`src/rtl/vga_timing_pkg.sv`:
```
// Shared definitions for the VGA raster timing generator: axis phase encoding,
// default 640x480-style timing constants and width-derivation helpers.
package vga_timing_pkg;

  typedef enum logic [1:0] {
    SYNC        = 2'd0,
    BACK_PORCH  = 2'd1,
    DISPLAY     = 2'd2,
    FRONT_PORCH = 2'd3
  } axis_state_e;

  localparam int   DEF_H_SYNC   = 192;
  localparam int   DEF_H_BP     = 96;
  localparam int   DEF_H_DISP   = 1280;
  localparam int   DEF_H_FP     = 32;
  localparam int   DEF_V_SYNC   = 2;
  localparam int   DEF_V_BP     = 29;
  localparam int   DEF_V_DISP   = 480;
  localparam int   DEF_V_FP     = 10;
  localparam int   DEF_H_SCALE  = 10;
  localparam int   DEF_V_SCALE  = 5;
  localparam logic DEF_SYNC_POL = 1'b0;

  // Bits needed to hold 0..n-1, never less than one bit.
  function automatic int width_of(input int n);
    return (n > 1) ? $clog2(n) : 1;
  endfunction

  function automatic int max4(input int a, input int b, input int c, input int d);
    int m;
    m = a;
    if (b > m) m = b;
    if (c > m) m = c;
    if (d > m) m = d;
    return m;
  endfunction

  // Phase counter width: enough for the longest phase on the axis.
  function automatic int cnt_width(input int a, input int b, input int c, input int d);
    return width_of(max4(a, b, c, d));
  endfunction

endpackage

```
`src/rtl/vga_axis_timer.sv`:
```
// One raster axis: SYNC/BACK_PORCH/DISPLAY/FRONT_PORCH phase machine with a
// pixel-replication sub-counter and the logical coordinate it produces.
module vga_axis_timer
  import vga_timing_pkg::*;
#(
  parameter int CW = 11,
  parameter int SW = 4,
  parameter int PW = 7
) (
  input  logic          clk,
  input  logic          reset,
  input  logic          advance,
  input  logic [CW:0]   len_sync,
  input  logic [CW:0]   len_bp,
  input  logic [CW:0]   len_disp,
  input  logic [CW:0]   len_fp,
  input  logic [SW-1:0] scale,
  output axis_state_e   state_nxt,
  output logic [PW-1:0] coord,
  output logic          last_nxt
);

  axis_state_e   state_q, state_d;
  logic [CW-1:0] cnt_q, cnt_d;
  logic [SW-1:0] sub_q, sub_d;
  logic [PW-1:0] coord_q, coord_d;
  logic [CW:0]   len_cur_s;
  logic          phase_done_s;

  always_comb begin
    len_cur_s = len_fp;
    case (state_q)
      SYNC:        len_cur_s = len_sync;
      BACK_PORCH:  len_cur_s = len_bp;
      DISPLAY:     len_cur_s = len_disp;
      FRONT_PORCH: len_cur_s = len_fp;
      default:     len_cur_s = len_fp;
    endcase
  end

  assign phase_done_s = ({1'b0, cnt_q} == (len_cur_s - (CW+1)'(1)));

  // Every phase change clears counter, sub-counter and coordinate, which is
  // what keeps the coordinate at 0 outside DISPLAY.
  always_comb begin
    state_d = state_q;
    cnt_d   = cnt_q;
    sub_d   = sub_q;
    coord_d = coord_q;
    if (advance) begin
      if (phase_done_s) begin
        cnt_d   = '0;
        sub_d   = '0;
        coord_d = '0;
        case (state_q)
          SYNC:        state_d = BACK_PORCH;
          BACK_PORCH:  state_d = DISPLAY;
          DISPLAY:     state_d = FRONT_PORCH;
          FRONT_PORCH: state_d = SYNC;
          default:     state_d = SYNC;
        endcase
      end else begin
        cnt_d = cnt_q + CW'(1);
        if (state_q == DISPLAY) begin
          if (sub_q == (scale - SW'(1))) begin
            sub_d   = '0;
            coord_d = coord_q + PW'(1);
          end else begin
            sub_d = sub_q + SW'(1);
          end
        end
      end
    end
  end

  always_ff @(posedge clk or posedge reset) begin
    if (reset) begin
      state_q <= SYNC;
      cnt_q   <= '0;
      sub_q   <= '0;
      coord_q <= '0;
    end else begin
      state_q <= state_d;
      cnt_q   <= cnt_d;
      sub_q   <= sub_d;
      coord_q <= coord_d;
    end
  end

  assign state_nxt = state_d;
  assign coord     = coord_q;
  assign last_nxt  = (state_d == FRONT_PORCH) && ({1'b0, cnt_d} == (len_fp - (CW+1)'(1)));

endmodule

```
`src/rtl/vga_timing_gen.sv`:
```
// VGA raster timing generator: horizontal and vertical axis timers plus
// registered sync, display-enable and line/frame strobes.
module vga_timing_gen
  import vga_timing_pkg::*;
#(
  parameter int   H_SYNC   = DEF_H_SYNC,
  parameter int   H_BP     = DEF_H_BP,
  parameter int   H_DISP   = DEF_H_DISP,
  parameter int   H_FP     = DEF_H_FP,
  parameter int   V_SYNC   = DEF_V_SYNC,
  parameter int   V_BP     = DEF_V_BP,
  parameter int   V_DISP   = DEF_V_DISP,
  parameter int   V_FP     = DEF_V_FP,
  parameter int   H_SCALE  = DEF_H_SCALE,
  parameter int   V_SCALE  = DEF_V_SCALE,
  parameter logic SYNC_POL = DEF_SYNC_POL
) (
  input  logic                                   clk,
  input  logic                                   reset,
  input  logic                                   CE,
  output logic [width_of(H_DISP/H_SCALE)-1:0]    HPIXEL,
  output logic [width_of(V_DISP/V_SCALE)-1:0]    VPIXEL,
  output logic                                   DISP_EN,
  output logic                                   VGA_HSYNC,
  output logic                                   VGA_VSYNC,
  output logic                                   LINE_END,
  output logic                                   FRAME_END
);

  localparam int H_CW = cnt_width(H_SYNC, H_BP, H_DISP, H_FP);
  localparam int V_CW = cnt_width(V_SYNC, V_BP, V_DISP, V_FP);
  localparam int H_SW = width_of(H_SCALE + 1);
  localparam int V_SW = width_of(V_SCALE + 1);
  localparam int H_PW = width_of(H_DISP / H_SCALE);
  localparam int V_PW = width_of(V_DISP / V_SCALE);

  if ((H_SYNC < 1) || (H_BP < 1) || (H_DISP < 1) || (H_FP < 1) ||
      (V_SYNC < 1) || (V_BP < 1) || (V_DISP < 1) || (V_FP < 1) ||
      (H_SCALE < 1) || (V_SCALE < 1) ||
      ((H_DISP % ((H_SCALE < 1) ? 1 : H_SCALE)) != 0) ||
      ((V_DISP % ((V_SCALE < 1) ? 1 : V_SCALE)) != 0)) begin : g_bad_params
    $fatal(1, "vga_timing_gen: zero-length phase or display not a multiple of scale");
  end

  axis_state_e h_state_nxt_s, v_state_nxt_s;
  logic        h_last_nxt_s, v_last_nxt_s;
  logic        v_adv_s;
  logic        disp_en_d, disp_en_q;
  logic        hsync_d, hsync_q;
  logic        vsync_d, vsync_q;
  logic        line_end_d, line_end_q;
  logic        frame_end_d, frame_end_q;

  // line_end_q is exactly the horizontal last-cycle flag of the current state.
  assign v_adv_s = CE & line_end_q;

  vga_axis_timer #(.CW(H_CW), .SW(H_SW), .PW(H_PW)) u_h_axis (
    .clk       (clk),
    .reset     (reset),
    .advance   (CE),
    .len_sync  ((H_CW+1)'(H_SYNC)),
    .len_bp    ((H_CW+1)'(H_BP)),
    .len_disp  ((H_CW+1)'(H_DISP)),
    .len_fp    ((H_CW+1)'(H_FP)),
    .scale     (H_SW'(H_SCALE)),
    .state_nxt (h_state_nxt_s),
    .coord     (HPIXEL),
    .last_nxt  (h_last_nxt_s)
  );

  vga_axis_timer #(.CW(V_CW), .SW(V_SW), .PW(V_PW)) u_v_axis (
    .clk       (clk),
    .reset     (reset),
    .advance   (v_adv_s),
    .len_sync  ((V_CW+1)'(V_SYNC)),
    .len_bp    ((V_CW+1)'(V_BP)),
    .len_disp  ((V_CW+1)'(V_DISP)),
    .len_fp    ((V_CW+1)'(V_FP)),
    .scale     (V_SW'(V_SCALE)),
    .state_nxt (v_state_nxt_s),
    .coord     (VPIXEL),
    .last_nxt  (v_last_nxt_s)
  );

  // Decode from next state so the registered outputs line up with the axes.
  always_comb begin
    disp_en_d   = (h_state_nxt_s == DISPLAY) && (v_state_nxt_s == DISPLAY);
    hsync_d     = (h_state_nxt_s == SYNC) ? SYNC_POL : ~SYNC_POL;
    vsync_d     = (v_state_nxt_s == SYNC) ? SYNC_POL : ~SYNC_POL;
    line_end_d  = h_last_nxt_s;
    frame_end_d = h_last_nxt_s & v_last_nxt_s;
  end

  always_ff @(posedge clk or posedge reset) begin
    if (reset) begin
      disp_en_q   <= 1'b0;
      hsync_q     <= SYNC_POL;
      vsync_q     <= SYNC_POL;
      line_end_q  <= 1'b0;
      frame_end_q <= 1'b0;
    end else if (CE) begin
      disp_en_q   <= disp_en_d;
      hsync_q     <= hsync_d;
      vsync_q     <= vsync_d;
      line_end_q  <= line_end_d;
      frame_end_q <= frame_end_d;
    end
  end

  assign DISP_EN   = disp_en_q;
  assign VGA_HSYNC = hsync_q;
  assign VGA_VSYNC = vsync_q;
  assign LINE_END  = line_end_q;
  assign FRAME_END = frame_end_q;

endmodule

```
`config.mk`:
```
export PLATFORM = sky130hd
export DESIGN_NAME = vga_timing_gen
export DESIGN_NICKNAME = d
export VERILOG_FILES = /design/src/rtl/vga_timing_pkg.sv /design/src/rtl/vga_axis_timer.sv /design/src/rtl/vga_timing_gen.sv
export SDC_FILE = /design/constraint.sdc
export NUM_CORES = 1
export LEC_CHECK = 0
export BUFFER_PORTS_ARGS = -buffer_cell sky130_fd_sc_hd__buf_2
export CORE_ASPECT_RATIO = 1.75
export CORE_MARGIN = 8
export CORE_UTILIZATION = 60
export DETAILED_ROUTE_END_ITERATION = 6
export PLACE_DENSITY_LB_ADDON = 0.15
export SYNTH_ARGS = -nofsm -noshare
export SYNTH_HDL_FRONTEND = slang
export SYNTH_SLANG_ARGS = --single-unit
export TNS_END_PERCENT = 10
```
`constraint.sdc`:
```
create_clock -name clk -period 7.9 [get_ports clk]
set_input_delay 0.79 -clock clk [delete_from_list [all_inputs] [get_ports clk]]
set_output_delay 0.79 -clock clk [all_outputs]
set_load 0.02 [all_outputs]
```
# --- After elaboration in Yosys (flattened, before gate mapping) ---
# Cells that the tools add are included.
word_totals:
  input_bits: 3
  out_inout_bits: 19
  reg_bits: 50
  wordCells: 80
classes:
  bitwise: 2
  n_reduce_logical: 15
  muxes: 26
  add_sub_neg: 8
  eq_ne: 16
ops:
  columns: ["op", "n"]
  rows:
  - ["12-bit case mux with 4 select lines", 1]
  - ["7-bit 2-to-1 mux", 6]
  - ["10-bit case mux with 4 select lines", 1]
  - ["11-bit 2-to-1 mux", 2]
  - ["9-bit 2-to-1 mux", 2]
  - ["2-bit equality test (second input constant)", 8]
  - ["2-bit case mux with 4 select lines", 2]
  - ["7-bit by 1-bit adder with 7-bit output (second input constant)", 2]
  - ["11-bit by 12-bit equality test with 1-bit output", 1]
  - ["4-bit 2-to-1 mux", 3]
  - ["12-bit by 1-bit subtractor with 12-bit output (second input constant)", 1]
  - ["11-bit by 1-bit adder with 11-bit output (second input constant)", 1]
  - ["11-bit by 5-bit equality test with 1-bit output (second input constant)", 1]
  - ["9-bit by 10-bit equality test with 1-bit output", 1]
  - ["10-bit by 1-bit subtractor with 10-bit output (second input constant)", 1]
  - ["9-bit by 1-bit adder with 9-bit output (second input constant)", 1]
  - ["9-bit by 4-bit equality test with 1-bit output (second input constant)", 1]
  - ["3-bit 2-to-1 mux", 3]
  - ["2-bit logical NOT", 4]
  - ["2-bit 2-to-1 mux", 4]
  - ["2-bit nonzero test", 4]
  - ["3-bit AND reduction", 2]
  - ["4-bit by 1-bit adder with 4-bit output (second input constant)", 1]
  - ["2-bit by 1-bit equality test with 1-bit output (second input constant)", 2]
  - ["other kinds (7)", 12]

# --- Logic depth before layout (Yosys ltp) ---
# Gate-level depths: netlist (run 1).
logic_depth:
  ltp_word: 9
  mapped_depth: 10

# --- Modules after synthesis ---
# Synthesis (run 1) repeated with hierarchy kept, for this count alone.
unflattened:
  cells_unflattened: 647
  area_unflattened_um2: 5242.5
modules_own_cells:
  columns: ["mod", "cells_each", "area_per_inst_um2", "seq_area_each_um2", "instances"]
  rows:
  - ["vga_axis_timer (u_h_axis)", 351, 2717.6, 600.6, 1]
  - ["vga_axis_timer (u_v_axis)", 274, 2296.0, 525.5, 1]
  - ["vga_timing_gen", 22, 229.0, 125.1, 1]

# --- Worst setup path after synthesis (run 1) ---
# OpenSTA, ideal clock, no wires.
synth_timing:
  path_type: "flip-flop to flip-flop"
  from: "register u_v_axis.state_q[0]"
  to: "register disp_en_q, in the netlist DISP_EN"
  t_arrival_ns: 2.691
  slack_ns: 5.081
  path_buffers: 1
  period_less_slack_ns: 2.819
  stages_incl_launch_ff: 9
  path_cell_list: "dfrtp_1 inv_1 ha_1 clkbuf_1 or4_4 a2111oi_4 mux2_2 and4bb_1 mux2_1"
synth_via:
  elab_chain_len: 8
  elab_cells_between_ends: 12
synth_lines:
  columns: ["item", "line", "source"]
  rows:
  - ["start: declaration", "vga_axis_timer.sv:23", "axis_state_e state_q, state_d;"]
  - ["start signal: assignment", "vga_axis_timer.sv:83", "state_q <= state_d;"]
  - ["2-bit equality test, or another cell as far along", "vga_axis_timer.sv:32, vga_axis_timer.sv:55", null]
  - ["10-bit case mux with 4 select lines", "vga_axis_timer.sv:32", "case (state_q)"]
  - ["10-bit by 1-bit subtractor with 10-bit output", "vga_axis_timer.sv:41", "assign phase_done_s = ({1'b0, cnt_q} == (len_cur_s - (CW+1)'(1)));"]
  - ["9-bit by 10-bit equality test with 1-bit output", "vga_axis_timer.sv:41", null]
  - ["2-bit 2-to-1 mux (*)", "vga_axis_timer.sv:51", "if (phase_done_s) begin"]
  - ["2-bit 2-to-1 mux (*)", "vga_axis_timer.sv:50", "if (advance) begin"]
  - ["via u_v_axis.state_nxt[1]", "vga_axis_timer.sv:18", "output axis_state_e state_nxt,"]
  - ["2-bit equality test (*)", "vga_timing_gen.sv:87", "disp_en_d = (h_state_nxt_s == DISPLAY) && (v_state_nxt_s == DISPLAY);"]
  - ["1-bit logical AND (*)", "vga_timing_gen.sv:87", null]
  - ["end signal: assignment", "vga_timing_gen.sv:102", "disp_en_q <= disp_en_d;"]
  - ["end: declaration", "vga_timing_gen.sv:48", "logic disp_en_d, disp_en_q;"]
# The timed path passes the listed nets; every way through them passes the cells marked *. The select of a mux whose other input is x is not followed.
# A chain may end at the register's enable or synchronous reset.

# --- Worst setup path in the final report (run 1) ---
layout_timing:
  from: "register u_v_axis.state_q[0]"
  to: "register frame_end_q, in the netlist FRAME_END"
layout_via:
  elab_chain_len: 9
  elab_cells_between_ends: 16
layout_lines:
  columns: ["item", "line", "source"]
  rows:
  - ["2-bit equality test, or another cell as far along", "vga_axis_timer.sv:32, vga_axis_timer.sv:55", null]
  - ["10-bit case mux with 4 select lines", "vga_axis_timer.sv:32", null]
  - ["10-bit by 1-bit subtractor with 10-bit output", "vga_axis_timer.sv:41", null]
  - ["9-bit by 10-bit equality test with 1-bit output", "vga_axis_timer.sv:41", null]
  - ["9-bit 2-to-1 mux / 2-bit 2-to-1 mux (equally long branches)", "vga_axis_timer.sv:51", null]
  - ["9-bit 2-to-1 mux / 2-bit 2-to-1 mux (equally long branches)", "vga_axis_timer.sv:50", null]
  - ["9-bit by 4-bit equality test with 1-bit output / 2-bit equality test (equally long branches)", "vga_axis_timer.sv:92", "assign last_nxt = (state_d == FRONT_PORCH) && ({1'b0, cnt_d} == (len_fp - (CW+1)'(1)));"]
  - ["1-bit logical AND (*)", "vga_axis_timer.sv:92", null]
  - ["1-bit bitwise AND (*)", "vga_timing_gen.sv:91", "frame_end_d = h_last_nxt_s & v_last_nxt_s;"]
  - ["end signal: assignment", "vga_timing_gen.sv:106", "frame_end_q <= frame_end_d;"]
  - ["end: declaration", "vga_timing_gen.sv:52", "logic frame_end_d, frame_end_q;"]
# Mark *: on every way between the ends. The rest lies on a longest branch, timed or not. The select of a mux whose other input is x is not followed.

==> reports/metrics.csv, run 1 <==
stage;metric;value;unit
min_path;Worst Hold Class;reg2reg;
grt;met2 capacity usage during global routing;0.326;
logic_synthesis;number of enable flip-flop cells after synthesis;0;
sta;max-slew violations;0;
clock_network;CTS hold repair buffers;0;
sta;setup ws final;4.90;ns
floorplanning;Starting Density;0.620;
sta;Setup-failing EPs final;0;
pwr;Static Leak;1.48;nW
logic_synthesis;Cell Area, Synth;3080;sq um
logic_synthesis;FF+latch count, synth;50;
final_layout;Final nets;379;
critical_path;crit path launch type;flip-flop;
sta;Max Clk Rate;334;MHz
sta;Setup TNS;0;ns
logic_synthesis;Commonest cells post-synth;dfrtp_1 (50), nand2_1 (44), nor2_1 (37), o21ai_0 (34);
logic_synthesis;yosys warns;0;
grt;Top Usage Layer GRT;met2;
grt;grt met3 use;0.0224;
clock_network;clock buffer count from CTS;5;
logic_synthesis;top cells by area, synth;dfrtp_1 (41%), ha_1 (5.7%), o21ai_0 (5.5%);
logic_synthesis;Yosys top cell area share;0.406;
sta;crit path time final;3.00;ns
clock_network;post-CTS sizing;0;
logic_synthesis;XOR/XNOR share of the synthesized area;0.0653;
placed_design;Placement Setup Slack;4.70;ns
floorplanning;I/O pins;22;
clock_network;# Post-CTS Setup Buffers;0;
floorplanning;core footprint;4980;sq um
placed_design;RePlAce Congestion;0.948;
logic_synthesis;Unique masters post-synth;50;
sta;Worst slew margin;0.304;
detailed_routing;WL final;6890;microns
clock_network;worst skew pair latency;0.31;ns
critical_path;CP Class;reg2reg;
grt;grt ovf;0;
detailed_routing;via/cell ratio;6.25;
pwr;Max VDD drop;0.162;mV
pwr;Overall Power;0.627;mW
flow_run;MaxCap Viol Count;0;
final_layout;ant diodes;0;
grt;GRT met1 Usage;0.180;
floorplanning;die area;7780;sq um
detailed_routing;DRC violations left;0;
detailed_routing;antenna-violating nets left;0;
sta;Final period util;0.379;
grt;global-route wire length before repair;11500;microns
clock_network;CTS max path bufs;2;
outcome;status;completed;
logic_synthesis;most common cell in the netlist;dfrtp_1;
clock_network;CTS tree;yes;
logic_synthesis;complex-gate fraction of the synthesized area;0.177;
logic_synthesis;Mean Syn Cell Area;8.79;sq um
final_layout;Fill cells;412;
critical_path;crit-path max cell delay;0.63;ns
detailed_routing;vias;2607;
critical_path;CP Data Arrival Time;3.21;ns
critical_path;CP required;8.12;ns
sta;RSZ-0062 raised after global routing;no;
logic_synthesis;Synth async-reset ratio;1.00;
detailed_routing;Pre-antenna DRT Iters;4;
critical_path;Worst Path Max Fanout;12;
final_layout;area grow syn2layout;6.57;%
clock_network;H-Tree Depth;2;
sta;Fin. Hold Viols;0;
detailed_routing;initial DRC count;142;
placed_design;IO buf count;21;
floorplanning;die span in x;70.2;microns
logic_synthesis;area share of fa/ha/maj cells after synthesis;0.0568;
clock_network;CTS root buf;clkbuf_8;
grt;antenna violations before repair;0;
critical_path;Cell Chain, Critical Path;inv_1, ha_1, or4_4, a211oi_2, buf_4, o221a_2, o211ai_1, o32ai_1;
logic_synthesis;Primary FF master, synth;dfrtp_1;
logic_synthesis;post-synthesis mux area share;0.0312;
logic_synthesis;Synth Area in Simple Gates;0.219;
sta;Least-Margin Pin Slew;1.04;ns
placed_design;Final HPWL DP;5030;microns
critical_path;slowest CP cell;a211oi_2;
sta;hold_ws;0.511;ns
sta;skew final;0.0134;ns
grt;GRT Util Overall;0.176;
clock_network;clk sinks;50;
floorplanning;row count;34;
pwr;PwrDens;191;nW/um^2
grt;pin count of the biggest net entering global routing;51;
final_layout;layout cells sized above 1;0.116;
clock_network;clock-pin slew on the worst setup and hold paths;0.10;ns
logic_synthesis;synthesized net count;368;
final_layout;fin util;0.660;
logic_synthesis;Yosys top cell by area;dfrtp_1;
critical_path;Worst setup EP type;flip-flop;
logic_synthesis;largest family of logic cells by synthesized area;simple AND/OR/NAND/NOR gates;
logic_synthesis;synthesized instance count;351;
floorplanning;die span in y;111;microns
grt;vias in the first global route;2494;
detailed_routing;routed length per instance;16.5;microns
logic_synthesis;sequential area share after synthesis;0.406;
final timing paths:
path	from	end	slack, ns	depth (start not counted)
setup reg to reg	u_v_axis.state_q[0]	FRAME_END	4.90	8
hold / removal	DISP_EN	DISP_EN	0.51	1
setup / recovery	u_v_axis.state_q[0]	FRAME_END	4.90	8
min in group asynchronous	reset	u_v_axis.coord[2]	0.71	2
hold reg to reg	DISP_EN	DISP_EN	0.51	1
max in group asynchronous	reset	LINE_END	6.52	2
cell type report:
cell class | instances | area [sq um] | area share
Tap cell | 54 | 67.6 | 0.0206
Multi-Input combinational cell | 267 | 1700 | 0.517
Sequential cell | 50 | 1250 | 0.381
Inverter | 15 | 56.3 | 0.0171
Clock buffer | 5 | 68.8 | 0.0209
Clock inverter | 3 | 23.8 | 0.00723
Timing Repair Buffer | 23 | 120 | 0.0365
through the flow:
stage,area (sq um),instances
2_1_floorplan,3080,351
3_3_place_gp,3190,409
3_5_place_dp,3190,409
4_1_cts,3290,417
5_1_grt,3290,417
6_report,3290,417
registers in the layout, indices dropped and copies added (netlist names):
name and count:
DISP_EN 1, VGA_VSYNC 1, VGA_HSYNC 1, LINE_END 1, u_v_axis.coord 7, u_h_axis.sub_q 4
u_v_axis.state_q 2, u_h_axis.coord 7, u_v_axis.sub_q 3, u_v_axis.cnt_q 9, FRAME_END 1, u_h_axis.cnt_q 11
u_h_axis.state_q 2
cells in the final DEF, fill, tap and decap left out, types with 4 or more instances in the layout:
cell | netlist | layout
nor2_1 | 37 | 37
dfrtp_1 | 50 | 50
o2111ai_1 | 4 | 4
or3_1 | 4 | 4
ha_1 | 14 | 14
xor2_1 | 15 | 15
xnor2_1 | 8 | 8
and2_1 | 7 | 7
clkbuf_8 | 0 | 5
buf_2 | 3 | 21
and3_1 | 10 | 10
nand3_1 | 12 | 12
o31ai_1 | 8 | 8
a21oi_1 | 5 | 5
nand2_1 | 44 | 44
inv_1 | 15 | 14
o21ai_0 | 34 | 34
nand4_1 | 5 | 5
o21a_1 | 4 | 4
nor3_1 | 10 | 10
mux2_2 | 4 | 4
mux2i_1 | 4 | 4
o211ai_1 | 6 | 6
worst max-delay path: cells and delay by family (launching register included):
kind	cells	cell delay (ns)
AO/OA/AOI/OAI	4	1.18
AND/OR/NAND/NOR	1	0.60
flip-flops	1	0.39
adder cells (fa/ha/maj)	1	0.32
buffers and inverters	2	0.40
where the power goes:
part / internal [mW] / switching, mW / total (mW)
logic: 0.0601 / 0.0824 / 0.142
clock network: 0.0635 / 0.0922 / 0.156
registers: 0.282 / 0.0475 / 0.329
layer usage:
layer,part of all wire,vias up
met5,0,-
met1,0.38,1240
met4,0.035,0
met3,0.034,21
met2,0.55,74
li1,-,1272
cell families after synthesis:
logic type	after synthesis
simple gates	141
compound gates	80
flops	50
buf+inv	34
xor+xnor	23
fa+ha+maj	14
mux	9
Note: power is estimated with default switching activity, not from simulation.
==> run 2, diff against run 1 <==
Settings changed: CORE_UTILIZATION 60 to 55.
Clock period 7.9 ns to 2.65 ns, I/O delays scaled along.
==> reports/metrics.csv, run 2 (synthesis gave the netlist of run 1 again) <==
stage;metric;value;unit
outcome;status;completed;
clock_network;clock-pin slew on the worst setup and hold paths;0.09;ns
clock_network;CTS max path bufs;2;
sta;Worst slew margin;0.644;
grt;antenna violations before repair;0;
critical_path;Reg2Reg Capture Point;DISP_EN;
sta;Max Clk Rate;381;MHz
clock_network;clk sinks;50;
sta;Final period util;0.992;
floorplanning;die span in y;115;microns
clock_network;H-Tree Depth;2;
final_layout;area grow syn2layout;16.1;%
grt;pin count of the biggest net entering global routing;27;
clock_network;CTS tree;yes;
final_layout;Largest register FFs;11;
clock_network;clock buffer count from CTS;5;
detailed_routing;initial DRC count;145;
sta;Fin. Hold Viols;0;
final_layout;Fill cells;498;
flow_run;MaxCap Viol Count;0;
grt;grt ovf;0;
detailed_routing;via/cell ratio;5.74;
sta;skew final;0.0189;ns
sta;hold_ws;0.353;ns
placed_design;IO buf count;21;
clock_network;worst skew pair latency;0.32;ns
pwr;PwrDens;558;nW/um^2
floorplanning;die span in x;72.6;microns
critical_path;Worst setup EP type;flip-flop;
floorplanning;die area;8350;sq um
detailed_routing;DRC violations left;0;
detailed_routing;Pre-antenna DRT Iters;4;
critical_path;CP required;2.86;ns
floorplanning;Starting Density;0.561;
detailed_routing;routed length per instance;15.9;microns
clock_network;CTS root buf;clkbuf_8;
detailed_routing;antenna-violating nets left;0;
floorplanning;I/O pins;22;
pwr;Static Leak;1.63;nW
final_layout;largest register by flop count;u_h_axis.cnt_q;
grt;global-route wire length before repair;12400;microns
final_layout;Largest regs;u_h_axis.cnt_q: 11 flops, u_v_axis.cnt_q: 9 flops;
detailed_routing;vias;2675;
floorplanning;core footprint;5500;sq um
placed_design;Placement Setup Slack;-0.0290;ns
critical_path;reg2reg path depth;8;
final_layout;most frequent cells in the layout;dfrtp_1 (50), nand2_1 (44), nor2_1 (37), o21ai_0 (34), buf_4 (27);
critical_path;end point of the critical path;DISP_EN;
critical_path;Worst Path Max Fanout;3;
sta;Setup-failing EPs final;0;
floorplanning;row count;36;
final_layout;commonest non-fill, non-tap cell in the layout;dfrtp_1;
detailed_routing;WL final;7420;microns
sta;max-slew violations;0;
placed_design;RePlAce Congestion;0.889;
critical_path;crit path launch type;flip-flop;
critical_path;flop-to-flop setup slack;0.02;ns
grt;vias in the first global route;2751;
critical_path;CP Class;reg2reg;
critical_path;origin of the worst setup path;u_v_axis.state_q[1];
sta;RSZ-0062 raised after global routing;yes;
sta;crit path time final;2.63;ns
critical_path;origin of the critical flop-to-flop path;u_v_axis.state_q[1];
final_layout;layout cells sized above 1;0.190;
sta;Least-Margin Pin Slew;0.533;ns
sta;setup ws final;0.0224;ns
grt;GRT Util Overall;0.187;
critical_path;CP Data Arrival Time;2.84;ns
final_layout;Final nets;406;
pwr;Max VDD drop;0.404;mV
min_path;Worst Hold Class;in2reg;
final_layout;ant diodes;0;
placed_design;Final HPWL DP;5560;microns
run 2: repair_timing:
action	CTS	global route
endpoints found under the hold margin	24	0
resized for setup	0	4
buffers inserted	4	1
hold buffers	1	0
pin swaps	2	3
setup endpoints to repair	1	3
run 2: power by group:
part / switching [mW] / internal (mW)
clock: 0.270 / 0.215
combinational: 0.326 / 0.236
sequential: 0.111 / 0.841
run 2: worst min path at each step:
stage | startpoint | to | slack [ns] | cells after the start
2_1_floorplan | u_h_axis.sub_q[3] | u_h_axis.sub_q[3] | 0.45 | 1
3_3_place_gp | reset | u_h_axis.coord[6] | 0.34 | 2
3_5_place_dp | reset | u_v_axis.coord[0] | 0.33 | 2
4_1_cts | CE | FRAME_END | 0.33 | 2
5_1_grt | CE | FRAME_END | 0.34 | 2
6_report | CE | FRAME_END | 0.35 | 2
run 2: area by class of cell:
type / count / area (sq um) / share of cell area
well taps: 76 / 95.1 / 0.0266
flip-flops and latches: 50 / 1250 / 0.349
multi-input cells: 267 / 1740 / 0.486
clock buffers: 6 / 82.6 / 0.0231
repair buffers: 50 / 338 / 0.0943
inverters: 15 / 56.3 / 0.0157
clock inverters: 2 / 17.5 / 0.00489
run 2: metrics by stage:
| step | util | power [mW] | cells | instance area [sq um] | setup TNS [ns] |
|---|---|---|---|---|---|
| final | 0.652 | 2.00 | 466 | 3580 | 0 |
| after global routing | 0.652 | 2.12 | 466 | 3580 | -0.0557 |
| after CTS | 0.646 | 1.99 | 465 | 3550 | 0 |
| after detailed placement | 0.621 | 1.49 | 452 | 3410 | -0.0290 |
| after global placement | 0.621 | 1.47 | 452 | 3410 | 0 |
| after floorplan | - | 1.30 | 351 | 3110 | 0 |
run 2: critical path, cell delays in order, from the launching register on:
cell       delay (ns)
dfrtp_1          0.39
buf_4            0.14
ha_4             0.15
xor2_1           0.17
or4_4            0.45
a2111oi_4        0.45
mux2_4           0.34
and4bb_1         0.19
mux2_4           0.25
run 2: routing by layer:
| metal | global-route usage | share of wire |
|---|---|---|
| met4 | 0.130 | 0.053 |
| met2 | 0.346 | 0.54 |
| met1 | 0.180 | 0.39 |
| met5 | 0 | 0 |
| met3 | 0.0306 | 0.025 |
